===== src/rtl/io_seg7_display.sv =====
// ---------------------------------------------------------------------------
// io_seg7_display
//   Multiplexed four-digit seven-segment driver for the Risc16 io_write_device
//   output. One digit is lit per slot. The displayed value is latched once per
//   full scan, so a scan never mixes an old and a new value. The decimal point
//   of digit 0 marks a scan whose value differs from the previous scan.
//
// Parameters
//   REFRESH_DIV   : clock cycles per digit slot (>= 4)
//   BLANK_CYCLES  : cycles at slot start with all anodes off (< REFRESH_DIV)
//   BLANK_LEADING : 1 = suppress leading zero digits (digit 0 always shown)
//
// Ports
//   clk        in   system clock
//   reset      in   asynchronous, active-high reset
//   io_value   in   16-bit value to display (synchronous to clk)
//   display_en in   0 = all anodes off, scanning keeps running
//   an         out  anode selects, active low, an[i] drives digit i
//   seg        out  cathodes {g,f,e,d,c,b,a}, active low
//   dp         out  decimal point, active low
// ---------------------------------------------------------------------------
module io_seg7_display #(
  parameter int REFRESH_DIV   = 100000,
  parameter int BLANK_CYCLES  = 16,
  parameter int BLANK_LEADING = 1
) (
  input  logic        clk,
  input  logic        reset,
  input  logic [15:0] io_value,
  input  logic        display_en,
  output logic [3:0]  an,
  output logic [6:0]  seg,
  output logic        dp
);

  localparam int CNT_W = (REFRESH_DIV > 1) ? $clog2(REFRESH_DIV) : 1;

  // Scan state
  logic [CNT_W-1:0] r_slot_cnt;
  logic [1:0]       r_dig;
  logic [15:0]      r_shadow;
  logic             r_chg;

  // Registered display outputs
  logic [3:0]       r_an;
  logic [6:0]       r_seg;
  logic             r_dp;

  logic             w_slot_end;
  logic             w_capture;
  logic             w_in_blank;
  logic             w_upper_zero;
  logic             w_lead_blank;
  logic             w_blank;
  logic [3:0]       w_nib;
  logic [3:0]       w_an_sel;

  // Hex glyph, active low {g,f,e,d,c,b,a}; b and d are lowercase.
  function automatic logic [6:0] hex_glyph(input logic [3:0] nib);
    logic [6:0] g;
    case (nib)
      4'h0:    g = 7'b1000000;
      4'h1:    g = 7'b1111001;
      4'h2:    g = 7'b0100100;
      4'h3:    g = 7'b0110000;
      4'h4:    g = 7'b0011001;
      4'h5:    g = 7'b0010010;
      4'h6:    g = 7'b0000010;
      4'h7:    g = 7'b1111000;
      4'h8:    g = 7'b0000000;
      4'h9:    g = 7'b0010000;
      4'hA:    g = 7'b0001000;
      4'hB:    g = 7'b0000011;
      4'hC:    g = 7'b1000110;
      4'hD:    g = 7'b0100001;
      4'hE:    g = 7'b0000110;
      default: g = 7'b0001110;
    endcase
    return g;
  endfunction

  assign w_slot_end = (r_slot_cnt == CNT_W'(REFRESH_DIV - 1));
  // The value is taken only as the last slot of digit 3 ends, so the next
  // scan starts on a fresh, stable copy.
  assign w_capture  = w_slot_end && (r_dig == 2'd3);

  // Anti-ghosting window at the start of every slot.
  generate
    if (BLANK_CYCLES > 0) begin : g_blank_win
      assign w_in_blank = (r_slot_cnt < CNT_W'(BLANK_CYCLES));
    end else begin : g_no_blank_win
      assign w_in_blank = 1'b0;
    end
  endgenerate

  // Current digit's nibble and whether it and every more significant nibble
  // are zero (digit 0 is never treated as leading).
  always_comb begin
    w_nib        = r_shadow[3:0];
    w_upper_zero = 1'b0;
    case (r_dig)
      2'd1: begin
        w_nib        = r_shadow[7:4];
        w_upper_zero = (r_shadow[15:4] == 12'h000);
      end
      2'd2: begin
        w_nib        = r_shadow[11:8];
        w_upper_zero = (r_shadow[15:8] == 8'h00);
      end
      2'd3: begin
        w_nib        = r_shadow[15:12];
        w_upper_zero = (r_shadow[15:12] == 4'h0);
      end
      default: begin
        w_nib        = r_shadow[3:0];
        w_upper_zero = 1'b0;
      end
    endcase
  end

  assign w_lead_blank = (BLANK_LEADING != 0) && w_upper_zero;
  assign w_blank      = w_in_blank || !display_en || w_lead_blank;
  assign w_an_sel     = ~(4'b0001 << r_dig);

  // Stage 0: slot/digit counters and once-per-scan value capture
  always_ff @(posedge clk or posedge reset) begin
    if (reset) begin
      r_slot_cnt <= '0;
      r_dig      <= 2'd0;
      r_shadow   <= 16'h0000;
      r_chg      <= 1'b0;
    end else begin
      if (w_slot_end) begin
        r_slot_cnt <= '0;
        r_dig      <= r_dig + 2'd1;
      end else begin
        r_slot_cnt <= r_slot_cnt + CNT_W'(1);
      end
      if (w_capture) begin
        r_shadow <= io_value;
        r_chg    <= (io_value != r_shadow);
      end
    end
  end

  // Stage 1: registered anode/cathode drive from the previous cycle's state
  always_ff @(posedge clk or posedge reset) begin
    if (reset) begin
      r_an  <= 4'b1111;
      r_seg <= 7'b1111111;
      r_dp  <= 1'b1;
    end else if (w_blank) begin
      r_an  <= 4'b1111;
      r_seg <= 7'b1111111;
      r_dp  <= 1'b1;
    end else begin
      r_an  <= w_an_sel;
      r_seg <= hex_glyph(w_nib);
      r_dp  <= !((r_dig == 2'd0) && r_chg);
    end
  end

  assign an  = r_an;
  assign seg = r_seg;
  assign dp  = r_dp;

endmodule


===== config.mk =====
export PLATFORM = sky130hd
export DESIGN_NAME = io_seg7_display
export DESIGN_NICKNAME = d
export VERILOG_FILES = /design/src/rtl/io_seg7_display.sv
export SDC_FILE = /design/constraint.sdc
export NUM_CORES = 1
export LEC_CHECK = 0
export BUFFER_PORTS_ARGS = -buffer_cell sky130_fd_sc_hd__buf_4
export CORE_MARGIN = 5
export CORE_UTILIZATION = 45
export CTS_BUF_LIST = sky130_fd_sc_hd__clkbuf_8
export DETAILED_ROUTE_END_ITERATION = 10
export PLACE_DENSITY_LB_ADDON = 0.12
export SLEW_MARGIN = 0
export SYNTH_ARGS = -nofsm -noshare
export SYNTH_HDL_FRONTEND = slang
export SYNTH_SLANG_ARGS = --single-unit

===== constraint.sdc =====
create_clock -name clk -period 3.3 [get_ports clk]
set_clock_uncertainty 0.1 [all_clocks]
set_input_delay 0.495 -clock clk [delete_from_list [all_inputs] [get_ports clk]]
set_output_delay 0.495 -clock clk [all_outputs]
set_load 0.1 [all_outputs]

==> qor.csv, run 1 <==
stage,metric,value,unit
detailed_routing,drt.antenna.violating_nets,0,
clocking,clockBufferDepth,2,
power,internal-power,838,uW
synthesis,syn_nets,252,
placed_design,dp_hpwl,3390,um
timing,worstMarginPinSlew,0.970,ns
finish,area_delta_synth_final,15.9,%
timing,setup_tns,0,ns
synthesis,yosysTopAreaCell,dfrtp_1,
die,die_h,84.9,um
detailed_routing,m1WireLength,2360,um
detailed_routing,wl_met3,196,um
setup_path,arrival,2.73,ns
grt,grt_pass1_wl,8000,um
power,p_per_area,397,nW/um^2
synthesis,ys_seq_elements,48,
synthesis,async_reset_ff_share,100,%
power,leakagePower,0.00139,uW
clocking,clk_pin_slew,0.09,ns
die,coreArea,5470,um^2
flow_run,maxCapViolations,0,
die,rows,27,
detailed_routing,firstDrtPassIters,4,
synthesis,synth_warnings,0,
detailed_routing,routed.top_layer,met4,
timing,rsz0062_at_grt,false,
synthesis,synth_top_area_share,35.7,%
detailed_routing,drt_iter0_markers,49,
clocking,cts_buffers,5,
grt,grt_overflow_total,0,
placed_design,io_buffer_count,30,
detailed_routing,drc,0,
synthesis,avgSynthCellArea,11.4,um^2
setup_path,crit_path_cell_trace,inv_1 > ha_1 > mux2i_1 > inv_1 > ha_1 > mux2_2 > a211oi_1 > o21ai_0,
clocking,postCtsSetupBuffers,0,
synthesis,synthesis.area,2520,um^2
grt,grtUsageTotal,13.8,%
detailed_routing,wl_met2,1960,um
placed_design,dpl_worst_slack,0.710,ns
timing,timing.fmax,384,MHz
clocking,h-tree-depth,2,
timing,finalWorstSetupSlack,0.693,ns
placed_design,gp_congestion,0.761,
setup_path,critPathLaunchType,register,
clocking,cts_resized,0,
clocking,cts.sink_count,48,
timing,slew_violations,0,
finish,num-nets-final,286,
detailed_routing,via_count,1681,
finish,drive_above_1_share,29.3,%
synthesis,ys_types,37,
synthesis,synth.area.top_cells,"dfrtp_1, dfstp_2, xor2_1",
run_status,status,"finished, final reports clean",
power,ir_drop,0.210,mV
setup_path,cp_max_fo,7,
detailed_routing,routed_wl,4570,um
synthesis,synth_edf_count,0,
setup_path,crit_path_top_delay_cell,mux2i_1,
timing,slew_headroom,35.2,%
die,die_width,84.9,um
timing,setup_violations,0,
setup_path,critPathCaptureType,register,
clocking,clkLatencyLatePin,0.30,ns
finish,n_antenna_cell,0,
grt,grt_max_degree,49,
synthesis,syn_inst,221,
timing,post-route-min-period,2.61,ns
setup_path,crit_type,register to register,
setup_path,cpPeakStageDelay,0.45,ns
clocking,hold_buffers,0,
clocking,root_buffer,clkbuf_8,
detailed_routing,wl_per_cell,13.9,um
die,start_util,46.1,%
die,ios,31,
timing,hold_violations,0,
worst_hold_path,holdCritPathClass,input pin to async pin,
detailed_routing,vias_per_cell,5.13,
synthesis,synth-seq-area-share,48.2,%
setup_path,required,3.42,ns
synthesis,yosys-top-cells-count,"dfrtp_1, xor2_1, nand2_1",
power,switching_power,321,uW
power,swShare,27.7,%
grt,antenna_found_initial,0,
die,die_area,7210,um^2
clocking,cts_tree,yes,
synthesis,synth_flop_cell,dfrtp_1,
synthesis,synth_most_common_cell,dfrtp_1,
finish,fillers,500,
power,p_comb_share,14.4,%
power,clkPwrFrac,31.5,%
timing,fin_crit_sh,79.0,%
power,seq_power_share,54.1,%
grt,grt_pass1_vias,1658,
## path summary, 6_finish.rpt
kind	startpoint	end	slack, ns	depth (start not counted)
worst min-delay path	reset	r_slot_cnt[10]	0.32	2
worst max register to register	r_dig[0]	seg[3]	0.69	8
max in group asynchronous	reset	r_shadow[12]	2.18	2
worst max-delay path	r_dig[0]	seg[3]	0.69	8
worst min register to register	r_chg	dp	0.37	1
min in group clk	io_value[6]	r_shadow[6]	0.34	2
## cell type report
cell class	instances	area, um^2	share of cell area [%]
Timing Repair Buffer	32	240	8.22
Clock inverter	2	15.0	0.513
Tap cell	72	90.1	3.08
Multi-Input combinational cell	156	1230	42.2
Clock buffer	6	82.6	2.82
Inverter	12	45.0	1.54
Sequential cell	48	1220	41.6
## cell families after synthesis
| kind of cell | synth area share (%) |
|---|---|
| muxes | 12.3 |
| xor gates and xnor gates | 11.1 |
| buffers and inverters | 2.88 |
| AOI/OAI and AO/OA | 6.20 |
| and+or+nand+nor | 13.3 |
| DFF | 48.2 |
| adders and majority gates | 5.95 |
## through the flow
step / total power (uW) / area [um^2] / utilization (%) / hold slack, ns / instances
after detailed placement: 808 / 2830 / 51.6 / 0.359 / 320
after global placement: 806 / 2830 / 51.6 / 0.353 / 320
after CTS: 1180 / 2920 / 53.4 / 0.322 / 328
after global routing: 1220 / 2920 / 53.4 / 0.316 / 328
after floorplan: 757 / 2520 / - / 0.300 / 221
final: 1160 / 2920 / 53.4 / 0.320 / 328
## power groups by stage
stage / sequential [uW] / combinational, uW / clock, uW
floorplan: 696 / 61.3 / 0
global placement: 638 / 168 / 0
detailed placement: 638 / 169 / 0
CTS: 627 / 170 / 382
global route: 630 / 182 / 406
finish: 627 / 167 / 366
## flip-flops by register name (all words and copies together), names as in the netlist
register	flops
dp	1
r_chg	1
an	4
r_dig	2
r_slot_cnt	17
r_shadow	16
seg	7
## cells in the final DEF, fill, tap and decap left out, types with 7 or more instances in the layout
cell	Yosys	final
dfrtp_1	36	36
buf_4	0	32
xor2_1	24	24
nand2_1	18	18
nor2_1	15	15
ha_1	12	12
dfstp_2	12	12
inv_1	12	11
mux2_4	10	10
mux2_2	9	9
xnor2_1	8	8
nand3_1	7	7
## worst max-delay path: cells and delay by family, from the launching register on
family	cells	cell delay, ns
multiplexers	2	0.72
adder cells (fa/ha/maj)	2	0.65
buffers and inverters	2	0.32
AO/OA/AOI/OAI	2	0.32
flip-flops	1	0.41
## routing by layer
metal / track usage, % / vias up
met5: 0 / -
met4: 4.60 / 0
met3: 3.40 / 6
met2: 19.4 / 43
met1: 20.6 / 793
li1: - / 839
Note: power is estimated with default switching activity, not from simulation.
==> run 2, diff against run 1 <==
ABC_AREA = 1   (was default)
clock period = 2.2 ns   (was 3.3 ns; I/O delays follow)
==> qor.csv, run 2 <==
stage,metric,value,unit,change
clocking,h-tree-depth,2,,unchanged
detailed_routing,drt_iter0_markers,164,,was 49
timing,post-route-min-period,2.00,ns,was 2.61 ns
grt,antenna_found_initial,0,,unchanged
clocking,root_buffer,clkbuf_8,,unchanged
clocking,cts_tree,yes,,unchanged
synthesis,ys_seq_elements,48,,unchanged
power,clkPwrFrac,32.7,%,was 31.5%
placed_design,dpl_worst_slack,0.120,ns,was 0.710 ns
finish,area_delta_synth_final,14.6,%,was 15.9%
setup_path,crit_type,register to register,,unchanged
grt,grt_max_degree,28,,was 49
synthesis,syn_nets,431,,was 252
timing,slew_violations,0,,unchanged
timing,finalWorstSetupSlack,0.199,ns,was 0.693 ns
die,die_width,91.1,um,was 84.9 um
synthesis,async_reset_ff_share,100,%,unchanged
grt,grt_pass1_wl,11200,um,was 8000 um
synthesis,avgSynthCellArea,7.40,um^2,was 11.4 um^2
setup_path,cpLargestDelayFamily,adder cells,,was multiplexers
power,switching_power,375,uW,was 321 uW
setup_path,crit_path_cell_trace,inv_2 > ha_2 > inv_2 > or2_1 > o21ai_1 > inv_1 > ha_1 > nand3_2 > nand2_1 > a21oi_1 > nand2_1,,was inv_1 > ha_1 > mux2i_1 > inv_1 > ha_1 > mux2_2 > a211oi_1 > o21ai_0
synthesis,synth_most_common_cell,nand2_1,,was dfrtp_1
timing,hold_ws,-0.0207,ns,was 0.320 ns
setup_path,required,2.32,ns,was 3.42 ns
detailed_routing,vias_per_cell,4.95,,was 5.13
finish,final_cell_mix,"nand2_1, nor2_1, inv_1, buf_4, dfrtp_1",,"was dfrtp_1, buf_4, xor2_1, nand2_1, nor2_1"
synthesis,syn_inst,400,,was 221
power,seq_power_share,58.7,%,was 54.1%
synthesis,synth-seq-area-share,41.1,%,was 48.2%
flow_run,maxCapViolations,0,,unchanged
synthesis,synth_flop_cell,dfrtp_1,,unchanged
synthesis,yosys-top-cells-count,"nand2_1, nor2_1, inv_1",,"was dfrtp_1, xor2_1, nand2_1"
clocking,cts.sink_count,48,,unchanged
clocking,clockBufferDepth,2,,unchanged
run_status,status,"complete, but fails checks",,"was finished, final reports clean"
clocking,clk_pin_slew,0.09,ns,about the same
power,leakagePower,0.00167,uW,was 0.00139 uW
setup_path,critPathLaunchType,register,,unchanged
synthesis,synth_edf_count,0,,unchanged
timing,slew_headroom,62.2,%,was 35.2%
placed_design,gp_congestion,0.903,,was 0.761
detailed_routing,drt.antenna.violating_nets,0,,unchanged
synthesis,synth_warnings,0,,unchanged
finish,layout_commonest_cell,nand2_1,,was dfrtp_1
setup_path,cp_max_fo,8,,was 7
finish,n_antenna_cell,0,,unchanged
die,coreArea,6390,um^2,was 5470 um^2
setup_path,crit_path_top_delay_cell,dfrtp_1,,was mux2i_1
timing,fin_crit_sh,91.0,%,was 79.0%
detailed_routing,routed_wl,6210,um,was 4570 um
placed_design,dp_hpwl,4860,um,was 3390 um
clocking,cts_buffers,5,,unchanged
timing,timing.fmax,500,MHz,was 384 MHz
die,die_area,8300,um^2,was 7210 um^2
synthesis,yosysTopAreaCell,dfrtp_1,,unchanged
run_status,failed_checks,negative hold slack,,
power,internal-power,1150,uW,was 838 uW
power,p_per_area,449,nW/um^2,was 397 nW/um^2
detailed_routing,drc,0,,unchanged
synthesis,synthesis.area,2960,um^2,was 2520 um^2
finish,top_register,r_slot_cnt,,unchanged
clocking,postCtsSetupBuffers,0,,unchanged
finish,drive_above_1_share,21.0,%,was 29.3%
detailed_routing,via_count,2552,,was 1681
worst_hold_path,holdCritPathClass,input pin to async pin,,unchanged
setup_path,path_buf_inv,3,,was 2
die,start_util,46.3,%,was 46.1%
die,rows,29,,was 27
die,ios,31,,unchanged
detailed_routing,wl_per_cell,12.0,um,was 13.9 um
timing,setup_violations,0,,unchanged
timing,worstMarginPinSlew,0.566,ns,was 0.970 ns
power,p_comb_share,8.5,%,was 14.4%
grt,grt_overflow_total,0,,unchanged
die,die_h,91.1,um,was 84.9 um
power,swShare,24.6,%,was 27.7%
power,ir_drop,0.258,mV,was 0.210 mV
clocking,cts_resized,0,,unchanged
synthesis,synth.area.top_cells,"dfrtp_1, nand2_1, dfstp_2",,"was dfrtp_1, dfstp_2, xor2_1"
detailed_routing,firstDrtPassIters,4,,unchanged
setup_path,cpPeakStageDelay,0.42,ns,was 0.45 ns
grt,grtUsageTotal,16.1,%,was 13.8%
finish,num-nets-final,470,,was 286
synthesis,ys_types,32,,was 37
timing,hold_violations,14,,was 0
setup_path,critPathCaptureType,register,,unchanged
setup_path,arrival,2.12,ns,was 2.73 ns
synthesis,synth_top_area_share,30.4,%,was 35.7%
clocking,clkLatencyLatePin,0.30,ns,about the same
timing,rsz0062_at_grt,false,,unchanged
timing,setup_tns,0,ns,unchanged
clocking,hold_buffers,0,,unchanged
placed_design,io_buffer_count,30,,unchanged
finish,largest_register_ffs,17,,unchanged
grt,grt_pass1_vias,2413,,was 1658
-- run 2: cell count changes after synthesis, moves of 8 or more --
cell     change
inv_1       +29
inv_2       +10
mux2_2       -9
mux2_4      -10
nand2_1    +116
nand3_1     +17
nor2_1      +32
xnor2_1      -8
xor2_1       -9
-- run 2: kinds of logic (layout without fill, tap and decap cells) --
| kind of cell | Yosys count | in the layout | synth area share (%) |
|---|---|---|---|
| flip-flops | 48 | 48 | 41.1 |
| buffers and inverters | 58 | 97 | 8.12 |
| AND/OR/NAND/NOR | 242 | 242 | 35.8 |
| adder cells (fa/ha/maj) | 12 | 12 | 5.07 |
| XOR/XNOR | 15 | 15 | 4.44 |
| AO/OA/AOI/OAI | 25 | 25 | 5.45 |
-- run 2: worst paths after layout --
| check | slack [ns] | endpoint | start | cells after the start |
|---|---|---|---|---|
| min reg2reg | 0.36 | dp | r_chg | 1 |
| min in group clk | 0.14 | r_shadow[2] | io_value[2] | 3 |
| max in group asynchronous | 1.50 | r_shadow[15] | reset | 3 |
| max reg2reg | 0.20 | seg[5] | r_dig[0] | 11 |
| min | -0.02 | r_slot_cnt[8] | reset | 2 |
| max | 0.20 | seg[5] | r_dig[0] | 11 |
-- run 2: final cells by class --
| cell class | instances | area [um^2] |
|---|---|---|
| Fill cell | 619 | 3000 |
| Tap cell | 77 | 96.3 |
| Timing Repair Buffer | 38 | 298 |
| Sequential cell | 48 | 1220 |
| Inverter | 52 | 195 |
| Clock inverter | 2 | 8.76 |
| Clock buffer | 5 | 68.8 |
| Multi-Input combinational cell | 294 | 1510 |
-- run 2: per-layer routing --
layer | wire, um | track usage (%)
met5 | 0 | 0
met4 | 65 | 4.40
met3 | 320 | 4.21
met2 | 2640 | 23.5
met1 | 3190 | 23.5
-- run 2: per-stage QoR --
step / total power [uW] / hold slack, ns / instance area (um^2) / util (%) / cells
final: 1520 / -0.0207 / 3390 / 53.1 / 516
after floorplan: 991 / 0.319 / 2960 / - / 400
after global placement: 1040 / 0.327 / 3310 / 51.8 / 509
after global routing: 1590 / 0.0360 / 3390 / 53.1 / 516
after detailed placement: 1040 / 0.338 / 3310 / 51.8 / 509
after CTS: 1540 / 0.0101 / 3390 / 53.0 / 516
-- run 2: power groups by stage --
stage / registers [uW] / logic [uW] / clock network (uW)
3_5_place_dp: 910 / 133 / 0
6_report: 893 / 130 / 498
4_1_cts: 893 / 133 / 517
3_3_place_gp: 910 / 131 / 0
2_1_floorplan: 954 / 37.1 / 0
5_1_grt: 894 / 143 / 556
